--- src/rtl/io_mem_responder.sv ---
// io_mem_responder: zero-wait-state data RAM plus memory-mapped output FIFO,
// STATUS register and optional free-running TIMER for a single-cycle CPU.
// Optional feature macro: IO_TIMER_EN (adds the 32-bit TIMER at 0x108).
//
// Address map (addr[1:0] ignored, all accesses are full words):
//   addr < 4*RAM_WORDS : data RAM
//   0x100              : FIFO data (write pushes, read peeks head)
//   0x104              : STATUS {overflow, empty, full, count[3:0]}
//   0x108              : TIMER (reads 0 when IO_TIMER_EN is undefined)
module io_mem_responder #(
    parameter int RAM_WORDS  = 64,
    parameter int FIFO_DEPTH = 8
) (
    input  logic        clk,
    input  logic        rst,
    input  logic [31:0] addr,
    input  logic [31:0] writeData,
    input  logic        memWrite,
    output logic [31:0] readData,
    output logic [31:0] out_data,
    output logic        out_valid,
    input  logic        out_ready
);

    localparam int PTR_W  = (FIFO_DEPTH > 1) ? $clog2(FIFO_DEPTH) : 1;
    localparam int CNT_W  = PTR_W + 1;
    localparam int RAM_AW = (RAM_WORDS > 1) ? $clog2(RAM_WORDS) : 1;

    // Word addresses of the IO registers
    localparam logic [29:0] WORD_FIFO   = 30'h0000_0040;
    localparam logic [29:0] WORD_STATUS = 30'h0000_0041;
    localparam logic [29:0] WORD_TIMER  = 30'h0000_0042;

    // ------------------------------------------------------------------
    // Storage and state
    // ------------------------------------------------------------------
    logic [31:0]      r_ram  [RAM_WORDS];
    logic [31:0]      r_fifo [FIFO_DEPTH];
    logic [PTR_W-1:0] r_wr_ptr;
    logic [PTR_W-1:0] r_rd_ptr;
    logic [CNT_W-1:0] r_count;
    logic             r_overflow;

    // ------------------------------------------------------------------
    // Decode and handshake
    // ------------------------------------------------------------------
    logic [29:0]       w_word;
    logic [RAM_AW-1:0] w_ram_idx;
    logic              w_is_ram;
    logic              w_is_fifo;
    logic              w_is_status;
    logic              w_is_timer;
    logic              w_full;
    logic              w_empty;
    logic              w_push_req;
    logic              w_push;
    logic              w_pop;
    logic              w_ovf_set;
    logic              w_ovf_clr;
    logic [31:0]       w_count_ext;
    logic [31:0]       w_status;
    logic [31:0]       w_head;
    logic [31:0]       w_timer_rd;
    logic              w_unused;

    assign w_word      = addr[31:2];
    assign w_ram_idx   = addr[RAM_AW+1:2];
    assign w_is_ram    = (addr < 32'(4 * RAM_WORDS));
    assign w_is_fifo   = !w_is_ram && (w_word == WORD_FIFO);
    assign w_is_status = !w_is_ram && (w_word == WORD_STATUS);
    assign w_is_timer  = !w_is_ram && (w_word == WORD_TIMER);
    assign w_unused    = ^addr[1:0];

    assign w_full      = (r_count == CNT_W'(FIFO_DEPTH));
    assign w_empty     = (r_count == {CNT_W{1'b0}});
    assign w_pop       = !w_empty && out_ready;
    assign w_push_req  = memWrite && w_is_fifo;
    // A push into a full FIFO only succeeds when a pop frees a slot in the same cycle
    assign w_push      = w_push_req && (!w_full || w_pop);
    assign w_ovf_set   = w_push_req && w_full && !w_pop;
    assign w_ovf_clr   = memWrite && w_is_status && writeData[31];

    assign w_count_ext = 32'(r_count);
    assign w_status    = {25'd0, r_overflow, w_empty, w_full, w_count_ext[3:0]};
    assign w_head      = r_fifo[r_rd_ptr];

    assign out_valid   = !w_empty;
    assign out_data    = w_empty ? 32'd0 : w_head;

    // ------------------------------------------------------------------
    // Data RAM (intentionally not reset)
    // ------------------------------------------------------------------

    // RAM write port: store word when the CPU writes inside the RAM window
    always_ff @(posedge clk) begin
        if (memWrite && w_is_ram) begin
            r_ram[w_ram_idx] <= writeData;
        end
    end

    // ------------------------------------------------------------------
    // FIFO
    // ------------------------------------------------------------------

    // FIFO storage write: entries are data only, pointers make them valid
    always_ff @(posedge clk) begin
        if (w_push && !rst) begin
            r_fifo[r_wr_ptr] <= writeData;
        end
    end

    logic [PTR_W-1:0] w_wr_ptr_nxt;
    logic [PTR_W-1:0] w_rd_ptr_nxt;
    logic [CNT_W-1:0] w_count_nxt;
    logic             w_overflow_nxt;

    // Next-state for pointers, occupancy count and sticky overflow
    always_comb begin
        w_wr_ptr_nxt   = r_wr_ptr;
        w_rd_ptr_nxt   = r_rd_ptr;
        w_count_nxt    = r_count;
        w_overflow_nxt = r_overflow;

        if (w_push) begin
            w_wr_ptr_nxt = r_wr_ptr + PTR_W'(1);
        end else begin
            w_wr_ptr_nxt = r_wr_ptr;
        end

        if (w_pop) begin
            w_rd_ptr_nxt = r_rd_ptr + PTR_W'(1);
        end else begin
            w_rd_ptr_nxt = r_rd_ptr;
        end

        case ({w_push, w_pop})
            2'b10:   w_count_nxt = r_count + CNT_W'(1);
            2'b01:   w_count_nxt = r_count - CNT_W'(1);
            default: w_count_nxt = r_count;
        endcase

        // Software clear wins over a same-cycle overflow event
        if (w_ovf_clr) begin
            w_overflow_nxt = 1'b0;
        end else if (w_ovf_set) begin
            w_overflow_nxt = 1'b1;
        end else begin
            w_overflow_nxt = r_overflow;
        end
    end

    // FIFO control registers with asynchronous reset
    always_ff @(posedge clk or posedge rst) begin
        if (rst) begin
            r_wr_ptr   <= {PTR_W{1'b0}};
            r_rd_ptr   <= {PTR_W{1'b0}};
            r_count    <= {CNT_W{1'b0}};
            r_overflow <= 1'b0;
        end else begin
            r_wr_ptr   <= w_wr_ptr_nxt;
            r_rd_ptr   <= w_rd_ptr_nxt;
            r_count    <= w_count_nxt;
            r_overflow <= w_overflow_nxt;
        end
    end

    // ------------------------------------------------------------------
    // TIMER
    // ------------------------------------------------------------------
`ifdef IO_TIMER_EN
    logic [31:0] r_timer;

    // Free-running counter; a CPU write replaces that cycle's increment
    always_ff @(posedge clk or posedge rst) begin
        if (rst) begin
            r_timer <= 32'd0;
        end else if (memWrite && w_is_timer) begin
            r_timer <= writeData;
        end else begin
            r_timer <= r_timer + 32'd1;
        end
    end

    assign w_timer_rd = r_timer;
`else
    assign w_timer_rd = 32'd0;
`endif

    // ------------------------------------------------------------------
    // CPU read mux (combinational, zero wait states)
    // ------------------------------------------------------------------

    // Select read data for the current address; unmapped addresses read 0
    always_comb begin
        readData = 32'd0;
        if (w_is_ram) begin
            readData = r_ram[w_ram_idx];
        end else if (w_is_fifo) begin
            readData = out_data;
        end else if (w_is_status) begin
            readData = w_status;
        end else if (w_is_timer) begin
            readData = w_timer_rd;
        end else begin
            readData = 32'd0;
        end
    end

endmodule

--- config.mk ---
export PLATFORM = sky130hd
export DESIGN_NAME = io_mem_responder
export DESIGN_NICKNAME = d
export VERILOG_FILES = /design/src/rtl/io_mem_responder.sv
export SDC_FILE = /design/constraint.sdc
export NUM_CORES = 2
export LEC_CHECK = 0
export ABC_CLOCK_PERIOD_IN_PS = 13900
export BUFFER_PORTS_ARGS = -buffer_cell sky130_fd_sc_hd__buf_4
export CAP_MARGIN = 10
export CORE_ASPECT_RATIO = 0.6
export CORE_MARGIN = 3
export CORE_UTILIZATION = 34
export DETAILED_ROUTE_END_ITERATION = 7
export PLACE_DENSITY = 0.53
export SYNTH_ARGS = -nofsm -noshare
export SYNTH_HDL_FRONTEND = slang
export SYNTH_SLANG_ARGS = --single-unit
--- constraint.sdc ---
create_clock -name clk -period 13.9 [get_ports clk]
set_input_delay 0.695 -clock clk [delete_from_list [all_inputs] [get_ports clk]]
set_output_delay 0.695 -clock clk [all_outputs]
set_load 0.02 [all_outputs]
==> Word level (Yosys, flattened, before mapping) <==
Memory sizes are Yosys's and may differ from the RTL's.
Cells that the tools add are included.
{ "classes": {"addsub": 4, "order_cmp": 1, "n_eq_ne": 5, "n_mux": 11, "reduce_logical": 20} }
{ "ops": {"columns": ["operator", "n"], "rows": [
  ["32-bit two-way mux", 3],
  ["30-bit by 7-bit equality test with 1-bit output, second input constant", 2],
  ["32-bit by 9-bit less-than comparator with 1-bit output, second input constant", 1],
  ["1-bit logical AND", 11],
  ["4-bit one-hot mux with 2 select lines", 1],
  ["7-bit two-way mux", 1],
  ["3-bit by 1-bit adder with 3-bit output, second input constant", 2],
  ["1-bit two-way mux", 6],
  ["1-bit zero test", 5],
  ["4-bit by 1-bit adder with 4-bit output, second input constant", 1],
  ["4-bit equality test, second input constant", 1],
  ["4-bit zero test", 1],
  ["2-bit nonzero test", 2],
  ["4-bit by 1-bit subtractor with 4-bit output, second input constant", 1],
  ["2-bit by 1-bit equality test with 1-bit output, second input constant", 1],
  ["2-bit equality test, second input constant", 1],
  ["1-bit logical OR", 1]
]} }
{ "totals": {"regBits": 11, "mem_bits_rw": 2304, "in_bits": 68, "out_inout_bits": 65, "wordCells": 47, "memories": 2} }
{ "memory_table": {"columns": ["name", "depth", "width", "read_ports", "rd_ports_with_merged_regs", "write_ports", "line", "rtl"], "rows": [
  ["r_ram", 64, 32, 1, 0, 1, "37", "logic [31:0] r_ram [RAM_WORDS];"],
  ["r_fifo", 8, 32, 1, 0, 1, "38", "logic [31:0] r_fifo [FIFO_DEPTH];"]
]} }

==> Longest topological paths before layout <==
{ "depth": {"ltp_word": 8, "depth_mapped": 14, "ltp_nobuf": 12} }

==> Worst setup path after synthesis <==
Ideal clock, no wire load.
{ "synth_timing": {"kind": "input-to-reg", "startpoint": "input addr[10]", "endpoint": "memory r_fifo[6][0] (enable)", "setup_ps": 505, "arrival_time_ps": 5226, "required_time_ps": 13395, "slack_ps": 8169, "cell_stages": 7, "path_cell_list": "nor4_1 -> nand4_1 -> or4b_1 -> buf_2 -> nor3b_4 -> inv_2 -> nor4_1"} }
{ "synth_via": {"elab_chain_len": 8, "word_cells_on_any_way": 9, "classes_between": "order compare (1); eq/ne (1); mux (2); reduce/logical (5)"} }
{ "synth_lines": {"columns": ["item", "line", "rtl"], "rows": [
  ["start, declared", "16", "input logic [31:0] addr,"],
  ["32-bit by 9-bit less-than comparator with 1-bit output", "68", "assign w_is_ram = (addr < 32'(4 * RAM_WORDS));"],
  ["1-bit zero test", null, null],
  ["1-bit logical AND *", "69", "assign w_is_fifo = !w_is_ram && (w_word == WORD_FIFO);"],
  ["1-bit logical AND *", "77", "assign w_push_req = memWrite && w_is_fifo;"],
  ["1-bit logical AND *", "79", "assign w_push = w_push_req && (!w_full || w_pop);"],
  ["1-bit logical AND *", "107", "if (w_push && !rst) begin"],
  ["1-bit two-way mux *", "107", null],
  ["1-bit two-way mux (not written as such) *", "108", "r_fifo[r_wr_ptr] <= writeData;"],
  ["end, declared", "38", null]
]} }
Every way passes the cells marked *; elsewhere a longest branch is shown, timed or not.

==> Final worst setup path <==
{ "layout_timing": {"startpoint": "input addr[2]", "endpoint": "output readData[15]"} }
{ "layout_via": {"elab_chain_len": 5, "word_cells_on_any_way": 7, "classes_between": "order compare (1); eq/ne (1); mux (2); reduce/logical (2); memory (1)"} }
{ "layout_lines": {"columns": ["item", "line", "rtl"], "rows": [
  ["32-bit by 9-bit less-than comparator with 1-bit output", "68", null],
  ["1-bit zero test", null, null],
  ["1-bit logical AND", "69", null],
  ["32-bit two-way mux", "198", "end else if (w_is_fifo) begin"],
  ["32-bit two-way mux *", "196", "if (w_is_ram) begin"],
  ["end, declared", "19", "output logic [31:0] readData,"]
]} }
Marks and branches as above.

==> flow_summary.json <==
{
  "cts.sink_count": 2315,
  "yosysTopAreaCell": "edfxtp_1",
  "cts-root-buf": "clkbuf_16",
  "synth_edf_count": 2304,
  "cp_slowest_stage_delay_ns": 0.76,
  "fillers": 23000,
  "finalInstanceArea_sq_um": 99800,
  "core.rowCount": 143,
  "reg2regPathDepth": 10,
  "reg2reg_to": "r_count[2]$_DFFE_PP0P_",
  "antenna_found_initial": 28,
  "yosysTopAreaCellShare": 0.788,
  "portBuffers": 130,
  "die_w_um": 662,
  "clockBufferDepth": 4,
  "rsz0062_at_grt": "false",
  "syn_area_per_cell_sq_um": 18.4,
  "post-cts-setup-buffers": 0,
  "setup_slack_ns": 7.18,
  "clkLatencyLatePin_ns": 0.85,
  "final-seq-area_sq_um": 69500,
  "ys_warn_count": 0,
  "grt_overflow": 0,
  "grt_max_degree": 102,
  "syn_inst": 4761,
  "endpoint": "readData[15]",
  "die_area_sq_um": 264000,
  "synth_async_sr_flop_share": 0.00475,
  "numCtsBuffers": 203,
  "io_pins": 133,
  "multi_input_area_sq_um": 17400,
  "crit_start": "addr[2]",
  "track_usage": 0.216,
  "synth_fp_nets": 4834,
  "syn-cell-area_sq_um": 87800,
  "crit_fanout": 50,
  "cp.required_ns": 13.20,
  "status": "finished clean",
  "synth.area.top_cells": "edfxtp_1, a22oi_1, mux4_2",
  "hold_ws_ns": 0.267,
  "vdd_drop_max_uv": 108,
  "wirelength_mm": 293,
  "p_leak_uw": 0.0295,
  "critPathLaunchType": "primary input",
  "drive_gt1_frac": 0.164,
  "cp_cell_sequence": "buf_8 -> buf_4 -> buf_4 -> and3_4 -> buf_4 -> buf_4 -> a22oi_1 -> and4_1 -> o22ai_1 -> nor4_1 -> buf_4 -> o21ai_0 -> buf_4",
  "drt_iter0_drc": 8100,
  "synth_flop_cell": "edfxtp_1",
  "max_freq_mhz": 149,
  "antenna_left": 0,
  "num-nets-final": 5012,
  "wl_per_cell_um": 34.4,
  "placedInstanceArea_sq_um": 93600,
  "period_share": 0.484,
  "drc": 0,
  "firstDrtPassIters": 6,
  "num_vias": 50700,
  "coreArea_sq_um": 255000,
  "path_clk_slew_ns": 0.07,
  "h-tree-depth": 4,
  "r2r_setup_slack_ns": 11.01,
  "cts_tree": "done",
  "post-place-ws_ns": 7.22,
  "grt_pass1_wl_mm": 399,
  "path_common_cell": "buf_4",
  "worst_ep_arrival_time_ns": 6.03,
  "power_density_nw_per_um2": 147,
  "die_y_um": 400,
  "maxSlewViolCount": 0,
  "period_needed_ns": 6.72,
  "critPathSlowestCell": "and3_4",
  "max_slew.worst_pin.slew_ns": 1.34,
  "yosysSeqAreaShare": 0.791,
  "hpwl_mm": 159,
  "finalPower_uw": 14700,
  "hold_viol": 0,
  "finalSetupTns_ns": 0,
  "setup_viol": 0,
  "skew_ns": 0.0351,
  "synthToLayoutAreaGrowth_pct": 13.7,
  "hp-class": "in2reg",
  "vias_per_cell": 5.97,
  "synth.distinct_cells": 61,
  "place_congestion": 0.826,
  "max_cap_violations": 0,
  "cp-end-kind": "output port",
  "grt_pass1_vias": 47900,
  "slew_headroom": 0.105,
  "synth.ff_latch_count": 2315,
  "path_class": "in2out",
  "start_util": 0.344,
  "r2r_start": "r_count[0]$_DFFE_PP0P_"
}
-- layer usage --
metal / part of all wire / vias up / track usage
met5: 0.000092 / - / 0
met4: 0.017 / 4 / 0.0397
met3: 0.14 / 345 / 0.0761
met2: 0.40 / 3212 / 0.287
met1: 0.44 / 26800 / 0.336
li1: - / 20400 / -
-- registers in the layout (all words and copies together), names as in the netlist --
name,count
r_ram,2048
r_wr_ptr,3
r_overflow,1
r_fifo,256
r_rd_ptr,3
r_count,4
-- cells by family (layout without fill, tap and decap cells) --
kind of cell / after synthesis / after routing / share of synthesized area
DFF: 2315 / 2315 / 0.791
buffers and inverters: 357 / 681 / 0.0174
xor gates and xnor gates: 9 / 9 / 0.000898
other: 0 / 6 / 0
AOI/OAI and AO/OA: 1149 / 1149 / 0.0956
muxes: 209 / 209 / 0.0393
and+or+nand+nor: 717 / 717 / 0.0546
adders and majority gates: 5 / 5 / 0.000713
-- cell usage after synthesis, types with 7 or more instances --
cell type  number
and4_1        194
and2_1          7
edfxtp_1     2304
o21ai_1        13
nor4b_1        96
nand3_1        11
a32oi_1        97
nand2b_1       52
mux4_2        104
a31oi_1       104
o21ai_0        38
a22oi_1       625
nor2_1         95
nor4_1         32
a221o_1        19
nor3_1         10
dfrtp_1        11
nor2b_1       104
mux2i_1        58
buf_1          43
buf_2          91
mux2_2         45
clkbuf_1      200
a22o_1          7
o22ai_1       121
a21oi_1        44
nand2_1        85
a221oi_1       51
buf_4          10
-- report_power, final --
group | total, uW | switching (uW) | leakage, uW | internal [uW]
sequential | 7740 | 53.3 | 0.0208 | 7680
clock | 5450 | 2540 | 0.00300 | 2920
combinational | 1480 | 984 | 0.00565 | 499
total | 14700 | 3570 | 0.0295 | 11100
-- through the flow --
stage / util / cells
after floorplan: - / 4761
after global placement: 0.367 / 8136
after detailed placement: 0.367 / 8136
after CTS: 0.391 / 8488
after global routing: 0.391 / 8492
final: 0.391 / 8498
-- layout by cell type (no fill, tap or decap), types with 7 or more instances in the layout --
| cell type | instances |
|---|---|
| edfxtp_1 | 2304 |
| a22oi_1 | 625 |
| buf_4 | 309 |
| clkbuf_16 | 204 |
| and4_1 | 194 |
| o22ai_1 | 121 |
| mux4_2 | 104 |
| a31oi_1 | 104 |
| nor2b_1 | 102 |
| a32oi_1 | 97 |
| nor4b_1 | 96 |
| nand2_1 | 85 |
| nor2_4 | 65 |
| mux2i_1 | 58 |
| nand2b_1 | 52 |
| a221oi_1 | 51 |
| clkbuf_1 | 48 |
| mux2_2 | 45 |
| a21oi_1 | 44 |
| clkinv_1 | 43 |
| o21ai_0 | 38 |
| clkinv_2 | 36 |
| nor2_1 | 30 |
| nor4_1 | 25 |
| a221o_1 | 19 |
| o21ai_1 | 13 |
| bufinv_16 | 12 |
| nand3_1 | 11 |
| dfrtp_1 | 8 |
| nor3_1 | 7 |
| nor4_2 | 7 |
| a22o_1 | 7 |
| buf_12 | 7 |
-- repair_timing --
item                       in CTS  in global routing
resized for setup               0                  0
hold endpoints to repair       11                  0
hold buffers                    1                  0
setup endpoints to repair       0                  0
-- worst min path at each step --
stage / from / endpoint / slack (ns) / cells after the start
6_report: memWrite / r_overflow$_DFFE_PP0P_ / 0.27 / 3
5_1_grt: memWrite / r_overflow$_DFFE_PP0P_ / 0.27 / 3
4_1_cts: memWrite / r_overflow$_DFFE_PP0P_ / 0.22 / 3
3_5_place_dp: r_overflow$_DFFE_PP0P_ / r_overflow$_DFFE_PP0P_ / 0.51 / 1
3_3_place_gp: r_overflow$_DFFE_PP0P_ / r_overflow$_DFFE_PP0P_ / 0.50 / 1
2_1_floorplan: r_overflow$_DFFE_PP0P_ / r_overflow$_DFFE_PP0P_ / 0.48 / 1
-- cell type report --
class                   count  area share
diodes                      6    0.000150
clock buffers             253      0.0531
clock inverters            98     0.00791
inverters                   7    0.000338
multi-input cells        2089       0.174
flip-flops and latches   2315       0.696
well taps                3407      0.0427
repair buffers            323      0.0255
-- critical path: cells and delay by family --
kind / cells / cell delay [ns]
compound gates: 3 / 0.61
buf+inv: 7 / 3.17
simple gates: 3 / 1.28
(Power assumes the default switching activity.)
